`src/rtl/wb_arbiter_if.sv`:
```
// rtl/wb_arbiter_if.sv - FU result request and writeback bus bundle for wb_arbiter
interface wb_arbiter_if #(
  parameter int NREQ   = 3,
  parameter int DATA_W = 32,
  parameter int REG_W  = 5
);
  logic [NREQ-1:0]        req_valid;
  logic [NREQ-1:0]        req_ready;
  logic [NREQ-1:0]        req_rw_en;
  logic [NREQ*REG_W-1:0]  req_rd;
  logic [NREQ*DATA_W-1:0] req_data;
  logic                   wb_valid;
  logic                   wb_ready;
  logic                   wb_rw_en;
  logic [REG_W-1:0]       wb_rd;
  logic [DATA_W-1:0]      wb_data;
  logic [NREQ-1:0]        wb_src;
  logic [NREQ-1:0]        done;

  modport slave (
    input  req_valid, req_rw_en, req_rd, req_data, wb_ready,
    output req_ready, wb_valid, wb_rw_en, wb_rd, wb_data, wb_src, done
  );

  modport master (
    output req_valid, req_rw_en, req_rd, req_data, wb_ready,
    input  req_ready, wb_valid, wb_rw_en, wb_rd, wb_data, wb_src, done
  );
endinterface

```
`src/rtl/wb_arbiter.sv`:
```
// rtl/wb_arbiter.sv - round-robin writeback arbiter with 1-entry holding slot per FU
module wb_arbiter #(
  parameter int NREQ   = 3,
  parameter int DATA_W = 32,
  parameter int REG_W  = 5
) (
  input  logic        CLK,
  input  logic        nRST,
  wb_arbiter_if.slave bus
);
  localparam int PTR_W = (NREQ > 1) ? $clog2(NREQ) : 1;

  logic [NREQ-1:0]   hold_valid;
  logic [NREQ-1:0]   hold_rw_en;
  logic [REG_W-1:0]  hold_rd   [NREQ];
  logic [DATA_W-1:0] hold_data [NREQ];
  logic [PTR_W-1:0]  rr_ptr;
  logic [PTR_W-1:0]  lock_idx;
  logic              lock;

  logic [PTR_W-1:0]  grant_idx;
  logic [PTR_W-1:0]  next_ptr;
  logic [NREQ-1:0]   grant;
  logic [NREQ-1:0]   cap;
  logic [NREQ-1:0]   done_v;
  logic              wb_valid_v;
  logic              fire;

  // Lock pins the grant while stalled so the presented entry cannot change under backpressure.
  always_comb begin : arbitrate
    logic [PTR_W:0] cand;
    logic           found;
    cand      = '0;
    found     = 1'b0;
    grant_idx = '0;
    for (int k = 0; k < NREQ; k++) begin
      cand = {1'b0, rr_ptr} + (PTR_W+1)'(k);
      if (cand >= (PTR_W+1)'(NREQ)) cand = cand - (PTR_W+1)'(NREQ);
      if (!found && hold_valid[cand[PTR_W-1:0]]) begin
        grant_idx = cand[PTR_W-1:0];
        found     = 1'b1;
      end
    end
    if (lock) grant_idx = lock_idx;
  end

  always_comb begin
    grant = '0;
    for (int i = 0; i < NREQ; i++) grant[i] = (grant_idx == PTR_W'(i));
  end

  assign next_ptr   = (grant_idx == PTR_W'(NREQ-1)) ? '0 : grant_idx + PTR_W'(1);
  assign wb_valid_v = ~nRST & (|hold_valid);
  assign fire       = wb_valid_v & bus.wb_ready;
  assign done_v     = fire ? grant : '0;
  assign cap        = bus.req_valid & bus.req_ready;

  // A slot drained this cycle may refill in the same cycle, hence the wb_ready term.
  assign bus.req_ready = nRST ? '0 : (~hold_valid | done_v);
  assign bus.wb_valid  = wb_valid_v;
  assign bus.wb_src    = wb_valid_v ? grant : '0;
  assign bus.done      = done_v;

  always_comb begin
    bus.wb_rw_en = 1'b0;
    bus.wb_rd    = '0;
    bus.wb_data  = '0;
    for (int i = 0; i < NREQ; i++) begin
      if (grant[i]) begin
        bus.wb_rw_en = hold_rw_en[i];
        bus.wb_rd    = hold_rd[i];
        bus.wb_data  = hold_data[i];
      end
    end
  end

  always_ff @(posedge CLK) begin
    if (nRST) begin
      hold_valid <= '0;
      rr_ptr     <= '0;
      lock       <= 1'b0;
      lock_idx   <= '0;
    end else begin
      for (int i = 0; i < NREQ; i++) begin
        if (cap[i])         hold_valid[i] <= 1'b1;
        else if (done_v[i]) hold_valid[i] <= 1'b0;
      end
      if (fire) begin
        rr_ptr <= next_ptr;
        lock   <= 1'b0;
      end else if (wb_valid_v) begin
        lock     <= 1'b1;
        lock_idx <= grant_idx;
      end
    end
  end

  always_ff @(posedge CLK) begin
    for (int i = 0; i < NREQ; i++) begin
      if (cap[i]) begin
        hold_rw_en[i] <= bus.req_rw_en[i];
        hold_rd[i]    <= bus.req_rd[i*REG_W +: REG_W];
        hold_data[i]  <= bus.req_data[i*DATA_W +: DATA_W];
      end
    end
  end
endmodule

```
`src/flat_wrapper.sv`:
```
// flat-port wrapper written by rule: the top's interface ports become plain ports
module wb_arbiter_flat 
#(
  parameter int NREQ   = 3,
  parameter int DATA_W = 32,
  parameter int REG_W  = 5
)
  (CLK, nRST, bus_req_valid, bus_req_rw_en, bus_req_rd, bus_req_data, bus_wb_ready, bus_req_ready, bus_wb_valid, bus_wb_rw_en, bus_wb_rd, bus_wb_data, bus_wb_src, bus_done);
  wb_arbiter_if #(.NREQ(NREQ), .DATA_W(DATA_W), .REG_W(REG_W)) bus_i ();
  input  logic CLK;
  input  logic nRST;
  input wire logic [$bits(bus_i.req_valid)-1:0] bus_req_valid;
  input wire logic [$bits(bus_i.req_rw_en)-1:0] bus_req_rw_en;
  input wire logic [$bits(bus_i.req_rd)-1:0] bus_req_rd;
  input wire logic [$bits(bus_i.req_data)-1:0] bus_req_data;
  input wire logic [$bits(bus_i.wb_ready)-1:0] bus_wb_ready;
  output wire logic [$bits(bus_i.req_ready)-1:0] bus_req_ready;
  output wire logic [$bits(bus_i.wb_valid)-1:0] bus_wb_valid;
  output wire logic [$bits(bus_i.wb_rw_en)-1:0] bus_wb_rw_en;
  output wire logic [$bits(bus_i.wb_rd)-1:0] bus_wb_rd;
  output wire logic [$bits(bus_i.wb_data)-1:0] bus_wb_data;
  output wire logic [$bits(bus_i.wb_src)-1:0] bus_wb_src;
  output wire logic [$bits(bus_i.done)-1:0] bus_done;
  assign bus_i.req_valid = bus_req_valid;
  assign bus_i.req_rw_en = bus_req_rw_en;
  assign bus_i.req_rd = bus_req_rd;
  assign bus_i.req_data = bus_req_data;
  assign bus_i.wb_ready = bus_wb_ready;
  assign bus_req_ready = bus_i.req_ready;
  assign bus_wb_valid = bus_i.wb_valid;
  assign bus_wb_rw_en = bus_i.wb_rw_en;
  assign bus_wb_rd = bus_i.wb_rd;
  assign bus_wb_data = bus_i.wb_data;
  assign bus_wb_src = bus_i.wb_src;
  assign bus_done = bus_i.done;
  wb_arbiter #(.NREQ(NREQ), .DATA_W(DATA_W), .REG_W(REG_W)) u_core (.CLK(CLK), .nRST(nRST), .bus(bus_i));
endmodule
```
`config.mk`:
```
export PLATFORM = sky130hd
export DESIGN_NAME = wb_arbiter_flat
export DESIGN_NICKNAME = d
export VERILOG_FILES = /design/src/rtl/wb_arbiter_if.sv /design/src/rtl/wb_arbiter.sv /design/src/flat_wrapper.sv
export SDC_FILE = /design/constraint.sdc
export NUM_CORES = 1
export LEC_CHECK = 0
export BUFFER_PORTS_ARGS = -buffer_cell sky130_fd_sc_hd__buf_4
export CORE_AREA = 3 3 172 90
export DETAILED_ROUTE_END_ITERATION = 10
export DIE_AREA = 0 0 175 93
export SYNTH_ARGS = -nofsm -noshare
export SYNTH_HDL_FRONTEND = slang
export SYNTH_SLANG_ARGS = --single-unit
export TNS_END_PERCENT = 20
```
`constraint.sdc`:
```
create_clock -name CLK -period 8.61 [get_ports CLK]
set_input_delay 1.722 -clock CLK [delete_from_list [all_inputs] [get_ports CLK]]
set_output_delay 1.722 -clock CLK [all_outputs]
set_load 0.02 [all_outputs]
```
## Yosys cells after proc, flatten, opt, wreduce, memory -nomap -nowiden

Memories as Yosys holds them, arrays and structs flattened.
Index checks and enable logic that the tools add are counted.

| word-level totals | value |
|---|---|
| word-level logic and storage cells | 83 |
| bits in registers | 11 |
| memories kept | 2 |
| output and inout bits | 48 |
| memory bits (writable) | 111 |
| bits of input ports | 120 |

| operators by class | value |
|---|---|
| $add $sub $neg | 6 |
| multiplexer cells | 40 |
| reductions and logical operators | 11 |
| $lt $le $gt $ge | 6 |
| eq/ne operators | 2 |
| bitwise logic cells | 7 |

Memory list:

| memory | words | bits a word | read ports | clocked after Yosys merged registers in | write ports | line | RTL |
|---|---|---|---|---|---|---|---|
| u_core.hold_data | 3 | 32 | 3 | 0 | 3 | wb_arbiter.sv:16 | `logic [DATA_W-1:0] hold_data [NREQ];` |
| u_core.hold_rd | 3 | 5 | 3 | 0 | 3 | wb_arbiter.sv:15 | `logic [REG_W-1:0] hold_rd [NREQ];` |

Operator list:

| operator | count |
|---|---|
| 2-to-1 mux 32 bit | 3 |
| 2-to-1 mux 1 bit | 20 |
| 2-to-1 mux 2 bit | 8 |
| 2-to-1 mux 5 bit | 3 |
| < comparator 2 x 3 -> 1 bit, second input constant | 3 |
| 2-to-1 mux 3 bit | 3 |
| binary-select mux 1 bit (select 2 bit) | 3 |
| greater-or-equal comparator 3 x 2 -> 1 bit, second input constant | 2 |
| nonzero test 2 bit | 3 |
| subtractor 2 bit, second input constant | 3 |
| adder 2 x 1 -> 3 bit, second input constant | 1 |
| adder 2 x 2 -> 3 bit, second input constant | 1 |
| bitwise AND 3 bit | 1 |
| inverter 3 bit | 1 |
| OR 3 bit | 1 |
| OR reduction 3 bit | 1 |
| adder 2 x 1 -> 2 bit, second input constant | 1 |
| bitwise AND 1 bit | 2 |
| == test 2 x 1 -> 1 bit, second input constant | 1 |
| == test 2 bit, second input constant | 1 |
| greater-or-equal comparator 2 bit, second input constant | 1 |
| logical AND 1 bit | 2 |
| logical NOT 1 bit | 2 |
| logical NOT 2 bit | 1 |
| 3 further kinds | 4 |

## Logic depth before layout (Yosys ltp)

Gate-level depths: netlist of the first run.

| logic depth | value |
|---|---|
| word-level depth | 19 |
| mapped depth | 11 |
| gate-level depth less buffers | 8 |

## Worst setup path after synthesis of the first run

OpenSTA, ideal clock, no wires.

| timing path | value |
|---|---|
| kind | input -> register |
| start point | input nRST |
| end point | memory u_core.hold_data[0][0], enable pin |
| path buffers | 1 |
| cell stages on the path | 5 |
| setup slack | 1,591 ps |
| arrival | 6,480 ps |
| cell sequence | or2_2 > inv_1 > nand2_1 > clkbuf_1 > o41ai_1 |

RTL lines:

| element | line | RTL |
|---|---|---|
| start, declared | flat_wrapper.sv:11 | `input logic nRST;` |
| end, declared | wb_arbiter.sv:16 |  |

## Final worst setup path of the first run

| timing path | value |
|---|---|
| start point | register u_core.rr_ptr[0] |
| end point | output bus_wb_data[18] |

| between the ends | value |
|---|---|
| longest elaborated chain between the ends | 16 |
| elaborated cells on any way between the ends | 33 |
| classes of those cells | 5 x add/sub; 3 x order compare; 2 x eq/ne; 18 x mux; 5 x reduce/logical |

Ends and longest elaborated chain:

| element | line | RTL |
|---|---|---|
| start, declared | wb_arbiter.sv:17 | `logic [PTR_W-1:0] rr_ptr;` |
| start signal, assigned | wb_arbiter.sv:89 | `rr_ptr <= next_ptr;` |
| branches (longest 10 deep; another with adder 2 x 1 -> 3 bit) | - |  |
| 2-to-1 mux 2 bit * | wb_arbiter.sv:39 | `if (!found && hold_valid[cand[PTR_W-1:0]]) begin` |
| 2-to-1 mux 2 bit * | wb_arbiter.sv:44 | `if (lock) grant_idx = lock_idx;` |
| logical NOT 2 bit | wb_arbiter.sv:49 | `for (int i = 0; i < NREQ; i++) grant[i] = (grant_idx == PTR_W'(i));` |
| 2-to-1 mux 32 bit (2 in a row) | wb_arbiter.sv:69 | `if (grant[i]) begin` |
| 2-to-1 mux 32 bit * | wb_arbiter.sv:69 |  |
| end, declared | flat_wrapper.sv:21 | `output wire logic [$bits(bus_i.wb_data)-1:0] bus_wb_data;` |

Every way passes the cells marked *. The select of a mux whose other input is x is not followed.

==> impl_summary.log, run 1 <==
[metrics] setup skew after layout: 0.0113 ns
[metrics] first-pass GRT wire length: 19900 um
[metrics] most instantiated flip-flop cell in the synthesis netlist: sky130_fd_sc_hd__edfxtp_1
[metrics] proportion of netlist area held by the largest area contributor: 70.0%
[metrics] clock-pin slew reported for the worst setup and hold paths after clock tree synthesis: 0.06 ns
[metrics] final critical-path required period: 5.40 ns
[metrics] total standard cell area after synthesis: 0.00489 mm2
[metrics] Hold Path Cell Cnt: 2
[metrics] effective utilization at floorplan: 34.5%
[metrics] number of buffer cells added on primary ports: 167
[metrics] CTS Buf Count: 17
[metrics] FF-to-FF End: u_core.hold_data[0][91]
[metrics] number of distinct library cells after synthesis: 43
[metrics] DR iter-0 viols: 226
[metrics] Horiz. Die Dim: 175 um
[metrics] maximum ir drop on the vdd rail: 0.000142 V
[metrics] pre-CTS setup slack: 3.62 ns
[metrics] via count of the first global-routing pass: 3479
[metrics] syn_area_per_cell: 16.0 um2
[metrics] insertion delay of the later-clocked pin in the worst-skew pair: 0.40 ns
[metrics] Reg area: 0.00358 mm2
[metrics] overall overflow remaining after global route: 0
[metrics] required arrival time at the worst endpoint: 6.89 ns
[metrics] Final GP Congestion: 0.842
[metrics] wire length per cell: 19.0 um
[metrics] number of I/O pins: 168
[metrics] maximum fanout along the worst path: 39
[metrics] vias post-DR: 3363
[metrics] worst hold path class: reg2reg
[metrics] post-CTS setup buffers: 0
[metrics] launch instance of the worst min-delay path: u_core.lock_idx[1]
[metrics] detailed-route wire length: 13100 um
[metrics] clock tree from TritonCTS: built
[metrics] count of TritonRoute iterations in the first routing pass: 5
[metrics] post-cts hold buffer count: 0
[metrics] crit end category: primary output
[metrics] Startpoint Class: flop
[metrics] number of DRC violations after detailed routing: 0
[metrics] GR Util All Layers: 16.4%
[metrics] sink of the worst hold path: u_core.lock_idx[1]
[metrics] number of filler instances in the final layout: 1257
[metrics] Core ar.: 0.0142 mm2
[metrics] depth of the worst register-to-register path: 9
[metrics] H-tree level count: 4
[metrics] clk sinks: 122
[metrics] die area: 0.0163 mm2
[metrics] number of endpoints with negative hold slack in the final report: 0
[metrics] startpoint of the most critical register-to-register path: u_core.rr_ptr[0]
[metrics] number of placement rows: 31
[metrics] final-stage net count: 603
[metrics] unrepaired setup endpoints after global routing: no
[metrics] maximum operating frequency: 185 MHz
[metrics] number of synthesized flops with an enable pin: 114
[metrics] number of antenna diodes: 0
[metrics] pin count of the biggest net entering global routing: 40
[metrics] register-to-register setup slack: 4.82 ns
[metrics] maximum buffer depth of the clock tree: 2
[metrics] Worst Slack Setup Final: 3.21 ns
[metrics] post-synth net total: 430
[metrics] post-detail-place hpwl: 9020 um
[metrics] part of the Yosys area used for sequential elements: 73.2%
[metrics] multi-input logic area: 0.00122 mm2
[metrics] post-cts resize count: 0
[metrics] count of warnings emitted by yosys: 0
[metrics] LEAKAGE: 2.67 nW
[metrics] fraction of final layout cells sized beyond drive strength 1: 43.5%
[metrics] share of async-settable or async-resettable flops after synthesis: 0%
[metrics] CTS Root Cell: sky130_fd_sc_hd__clkbuf_16
[metrics] antenna viol nets, final: 0
[metrics] synthesized instance count: 306
[metrics] Seq cells post-synth: 122
[metrics] Pwr per Cell Area: 304 mW/mm2
[metrics] outcome: finished clean
[metrics] cell taking the most area after synthesis: sky130_fd_sc_hd__edfxtp_1
[metrics] number of pins with negative max-slew slack in the final report: 0
[metrics] Final period util: 62.8%
[metrics] largest cells by area after synthesis: sky130_fd_sc_hd__edfxtp_1 70%, sky130_fd_sc_hd__a221o_1 7.8%, sky130_fd_sc_hd__nor2b_1 5.8%
[metrics] vias per inst: 4.87
[metrics] actual slew at the worst max-slew pin: 1.13 ns
[metrics] # setup viols final: 0
[metrics] Total Negative Setup Slacks: 0 ns
[metrics] die boundary height: 93 um
[metrics] Setup CP Type: reg2out
[metrics] critical path data arrival time: 3.68 ns
[metrics] number of antenna violations at the first check in global routing: 0
[metrics] Syn-to-layout area delta: 41.7%
[metrics] Slew headroom: 24.5%
[metrics] Max Cap Viol: 0
[state kept, by name, summed over array words and instances, names as in the netlist]
signal	cells
u_core.rr_ptr	2
u_core.hold_data	96
u_core.lock_idx	2
u_core.hold_rd	15
u_core.lock	1
u_core.hold_valid	3
u_core.hold_rw_en	3
[area by class of cell]
type | instances | area share (%)
inverter | 6 | 0.325
clock buffer | 18 | 6.19
clock inverter | 14 | 2.11
multi-input combinational | 161 | 17.6
timing repair buffer | 171 | 18.5
sequential | 122 | 51.7
tap | 198 | 3.57
[cells in the final DEF (no fill, tap or decap), types with 2 or more instances in the layout]
cell type and n:
sky130_fd_sc_hd__buf_4 171, sky130_fd_sc_hd__edfxtp_1 114, sky130_fd_sc_hd__nor2b_1 45, sky130_fd_sc_hd__a221o_1 38
sky130_fd_sc_hd__clkbuf_16 17, sky130_fd_sc_hd__nor2_1 13, sky130_fd_sc_hd__dfxtp_1 8, sky130_fd_sc_hd__inv_1 6
sky130_fd_sc_hd__nand2_1 5, sky130_fd_sc_hd__o21ai_0 4, sky130_fd_sc_hd__nor3_1 4, sky130_fd_sc_hd__ha_1 4
sky130_fd_sc_hd__inv_6 4, sky130_fd_sc_hd__and2_1 3, sky130_fd_sc_hd__mux2i_1 3, sky130_fd_sc_hd__nand3b_1 3
sky130_fd_sc_hd__a21oi_1 3, sky130_fd_sc_hd__or2_2 3, sky130_fd_sc_hd__a211oi_1 3, sky130_fd_sc_hd__clkinv_2 3
sky130_fd_sc_hd__o21a_1 2, sky130_fd_sc_hd__nor4_1 2, sky130_fd_sc_hd__or3_1 2, sky130_fd_sc_hd__o41ai_2 2
sky130_fd_sc_hd__nand2b_1 2, sky130_fd_sc_hd__nand3_1 2, sky130_fd_sc_hd__bufinv_16 2, sky130_fd_sc_hd__clkinv_4 2
sky130_fd_sc_hd__clkinvlp_4 2
[Yosys cell counts (2+ instances only)]
master                     count
sky130_fd_sc_hd__buf_6         2
sky130_fd_sc_hd__nor3_1        4
sky130_fd_sc_hd__clkbuf_1      2
sky130_fd_sc_hd__or3_1         2
sky130_fd_sc_hd__nand3b_1      3
sky130_fd_sc_hd__nor2_1       14
sky130_fd_sc_hd__dfxtp_1       8
sky130_fd_sc_hd__a211oi_1      3
sky130_fd_sc_hd__nand3_1       2
sky130_fd_sc_hd__a221o_1      38
sky130_fd_sc_hd__ha_1          4
sky130_fd_sc_hd__mux2i_1       3
sky130_fd_sc_hd__nor4_1        2
sky130_fd_sc_hd__a21oi_1       3
sky130_fd_sc_hd__nand2_1       5
sky130_fd_sc_hd__nor2b_1      45
sky130_fd_sc_hd__o21a_1        3
sky130_fd_sc_hd__edfxtp_1    114
sky130_fd_sc_hd__buf_4         2
sky130_fd_sc_hd__o21ai_0       4
sky130_fd_sc_hd__or2_2         3
sky130_fd_sc_hd__inv_1         6
sky130_fd_sc_hd__and2_1        3
sky130_fd_sc_hd__buf_2        11
sky130_fd_sc_hd__nand2b_1      2
[per-stage QoR]
stage	cells	instance area (um2)	hold slack (ns)	util, %	power, mW
after floorplan	306	4890	0.447	-	1.15
after global placement	658	6360	0.481	44.8	1.43
after global routing	690	6930	0.526	48.8	2.21
after CTS	690	6930	0.496	48.8	2.14
final	690	6930	0.493	48.8	2.11
after detailed placement	658	6360	0.484	44.8	1.44
[power by group]
group,switching [mW],internal (mW),leakage [nW],total (mW)
sequential,0.0138,0.692,1.12,0.706
clock,0.262,0.428,0.279,0.690
combinational,0.414,0.295,1.26,0.710
total,0.690,1.42,2.67,2.11
[critical path, cell delays in order, from the launching register on]
cell and delay [ns]:
sky130_fd_sc_hd__dfxtp_1 0.39, sky130_fd_sc_hd__inv_1 0.08, sky130_fd_sc_hd__ha_1 0.45, sky130_fd_sc_hd__nand3b_1 0.20, sky130_fd_sc_hd__o41ai_2 0.09, sky130_fd_sc_hd__a32oi_1 0.42, sky130_fd_sc_hd__nand2_1 0.26, sky130_fd_sc_hd__nor2_4 0.88
sky130_fd_sc_hd__a221o_1 0.34, sky130_fd_sc_hd__buf_4 0.15
[layer usage]
layer	up-vias	global-route usage [%]	share of wire, %
met5	-	0	0
met4	0	3.18	0.48
met3	8	7.50	11
met2	157	22.6	40
met1	1633	23.7	48
li1	1565	-	-
[worst max path at each step]
stage                startpoint  cells past startpoint                      to
2_1_floorplan              nRST                      5  u_core.hold_data[0][0]
3_3_place_gp               nRST                      7        bus_req_ready[1]
3_5_place_dp   u_core.rr_ptr[0]                      9         bus_wb_data[18]
4_1_cts        u_core.rr_ptr[0]                      9         bus_wb_data[18]
5_1_grt        u_core.rr_ptr[0]                      9         bus_wb_data[18]
6_report       u_core.rr_ptr[0]                      9         bus_wb_data[18]
[kinds of logic (layout without fill, tap and decap cells)]
family | Yosys count | count (layout) | share of synthesized area (%)
DFF | 122 | 122 | 73.2
and+or+nand+nor | 89 | 89 | 10.4
AOI/OAI and AO/OA | 65 | 65 | 12.2
buffers and inverters | 23 | 209 | 2.51
adders and majority gates | 4 | 4 | 1.02
muxes | 3 | 3 | 0.614
Power figures use the tool's default switching activity.
==> run 2, diff against run 1 <==
- clock period: 8.61 -> 5.1 ns (I/O delays scaled with it)
==> impl_summary.log, run 2 (synthesis gave the netlist of run 1 again) <==
[metrics] unrepaired setup endpoints after global routing: no
[metrics] number of filler instances in the final layout: 1268
[metrics] met2 Use GR: 21.1%
[metrics] LEAKAGE: 2.71 nW
[metrics] clock-pin slew reported for the worst setup and hold paths after clock tree synthesis: 0.05 ns
[metrics] Final GP Congestion: 0.793
[metrics] gr busiest metal: met1
[metrics] met1 GRT Util: 23.7%
[metrics] wire length per cell: 18.5 um
[metrics] maximum operating frequency: 217 MHz
[metrics] pre-CTS setup slack: 0.904 ns
[metrics] post-cts hold buffer count: 0
[metrics] maximum ir drop on the vdd rail: 0.000197 V
[metrics] CTS Root Cell: sky130_fd_sc_hd__clkbuf_16
[metrics] number of pins with negative max-slew slack in the final report: 0
[metrics] H-tree level count: 4
[metrics] launch instance of the worst min-delay path: u_core.lock_idx[1]
[metrics] count of TritonRoute iterations in the first routing pass: 4
[metrics] # setup viols final: 0
[metrics] setup skew after layout: 0.0122 ns
[metrics] effective utilization at floorplan: 34.5%
[metrics] outcome: finished clean
[metrics] Slew headroom: 32.0%
[metrics] met3 GRT Util: 5.72%
[metrics] DR iter-0 viols: 197
[metrics] critical path data arrival time: 3.59 ns
[metrics] register containing the most flip-flops in the final layout: u_core.hold_data
[metrics] Top Registers: u_core.hold_data (96), u_core.hold_rd (15)
[metrics] number of buffer cells added on primary ports: 167
[metrics] post-CTS setup buffers: 0
[metrics] Hold Path Cell Cnt: 2
[metrics] Horiz. Die Dim: 175 um
[metrics] Core ar.: 0.0142 mm2
[metrics] number of antenna diodes: 0
[metrics] GR Util All Layers: 15.8%
[metrics] Tot Pwr: 3.67 mW
[metrics] dominant cell type by count on the critical path: sky130_fd_sc_hd__buf_4
[metrics] Setup CP Type: reg2out
[metrics] die area: 0.0163 mm2
[metrics] Final period util: 90.4%
[metrics] flip-flop count of the largest register, all copies and words added: 96
[metrics] detailed-route wire length: 12800 um
[metrics] clk sinks: 122
[metrics] final critical-path required period: 4.61 ns
[metrics] FF-to-FF End: u_core.hold_data[0][62]
[metrics] vias post-DR: 3354
[metrics] combined buffer and inverter count along the critical path: 3
[metrics] register-to-register setup slack: 1.41 ns
[metrics] via count of the first global-routing pass: 3367
[metrics] final-stage net count: 605
[metrics] number of endpoints with negative hold slack in the final report: 0
[metrics] pin count of the biggest net entering global routing: 40
[metrics] overall overflow remaining after global route: 0
[metrics] CTS Buf Count: 17
[metrics] critical-path cell list: inv_1 > ha_1 > mux2i_1 > o221ai_1 > a31oi_2 > o22a_2 > a21oi_4 > buf_4 > a221o_1 > buf_4
[metrics] die boundary height: 93 um
[metrics] worst hold path class: reg2reg
[metrics] most frequent cells in the layout: 173 x sky130_fd_sc_hd__buf_4, 114 x sky130_fd_sc_hd__edfxtp_1, 45 x sky130_fd_sc_hd__nor2b_1, 38 x sky130_fd_sc_hd__a221o_1, 17 x sky130_fd_sc_hd__clkbuf_16
[metrics] actual slew at the worst max-slew pin: 1.02 ns
[metrics] Syn-to-layout area delta: 43.4%
[metrics] startpoint of the most critical register-to-register path: u_core.rr_ptr[0]
[metrics] depth of the worst register-to-register path: 9
[metrics] Pwr per Cell Area: 524 mW/mm2
[metrics] maximum buffer depth of the clock tree: 2
[metrics] maximum fanout along the worst path: 24
[metrics] required arrival time at the worst endpoint: 4.08 ns
[metrics] number of antenna violations at the first check in global routing: 0
[metrics] slowest stage delay, CP: 0.64 ns
[metrics] number of DRC violations after detailed routing: 0
[metrics] number of I/O pins: 168
[metrics] insertion delay of the later-clocked pin in the worst-skew pair: 0.40 ns
[metrics] sink of the worst hold path: u_core.lock_idx[1]
[metrics] Total Negative Setup Slacks: 0 ns
[metrics] crit-path leading delay family: compound AO/OA/AOI/OAI gates
[metrics] crit end category: primary output
[metrics] antenna viol nets, final: 0
[metrics] Slowest cell on crit path: sky130_fd_sc_hd__a21oi_4
[metrics] Max Cap Viol: 0
[metrics] post-detail-place hpwl: 8950 um
[metrics] fraction of final layout cells sized beyond drive strength 1: 43.6%
[metrics] Worst Slack Setup Final: 0.492 ns
[metrics] clock tree from TritonCTS: built
[metrics] number of placement rows: 31
[metrics] first-pass GRT wire length: 19300 um
[metrics] Startpoint Class: flop
[metrics] vias per inst: 4.85
[metrics] post-cts resize count: 0
[metrics] most frequent standard cell in the layout excluding fill and tap cells: sky130_fd_sc_hd__buf_4
[run 2: worst max path at each step]
| stage | start | end | slack, ns | cells after the start |
|---|---|---|---|---|
| after floorplan | nRST | u_core.hold_data[0][0] | 0.60 | 5 |
| after detailed placement | u_core.rr_ptr[0] | bus_wb_data[20] | 0.90 | 10 |
| after CTS | u_core.rr_ptr[0] | bus_wb_rw_en | 0.46 | 10 |
| after global placement | u_core.rr_ptr[0] | bus_wb_data[20] | 1.0 | 10 |
| final | u_core.rr_ptr[0] | bus_wb_data[20] | 0.49 | 10 |
| after global routing | u_core.rr_ptr[0] | bus_wb_data[20] | 0.24 | 10 |
[run 2: through the flow]
| step | hold WS [ns] | instances | util (%) | area (um2) |
|---|---|---|---|---|
| after floorplan | 0.447 | 306 | - | 4900 |
| after global placement | 0.473 | 660 | 45.0 | 6380 |
| after detailed placement | 0.486 | 660 | 45.0 | 6380 |
| after CTS | 0.493 | 691 | 49.4 | 7010 |
| after global routing | 0.510 | 691 | 49.4 | 7010 |
| final | 0.482 | 691 | 49.4 | 7010 |
[run 2: layout make-up]
class                      instances  area, um2  share of cell area [%]
clock buffer                      19        433                    6.17
clock inverter                    12        199                    2.84
inverter                           6       22.5                   0.321
multi-input combinational        161       1230                    17.5
sequential                       122       3580                    51.1
tap                              198        248                    3.53
timing repair buffer             173       1300                    18.5
[run 2: report_power, final]
part / total, mW / switching [mW] / internal, mW / leakage, nW
logic: 1.20 / 0.693 / 0.505 / 1.28
registers: 1.19 / 0.0241 / 1.17 / 1.12
clock network: 1.28 / 0.421 / 0.863 / 0.307
[run 2: tightest hold or removal path: stages (launching register included)]
cell and delay (ns):
sky130_fd_sc_hd__dfxtp_1 0.30, sky130_fd_sc_hd__o311ai_0 0.08, sky130_fd_sc_hd__nand2_1 0.05
[run 2: layer usage]
layer  up-vias  share of wire (%)
met5         -                  0
met4         0               0.84
met3        12                9.2
met2       161                 41
met1      1614                 49
li1       1567                  -
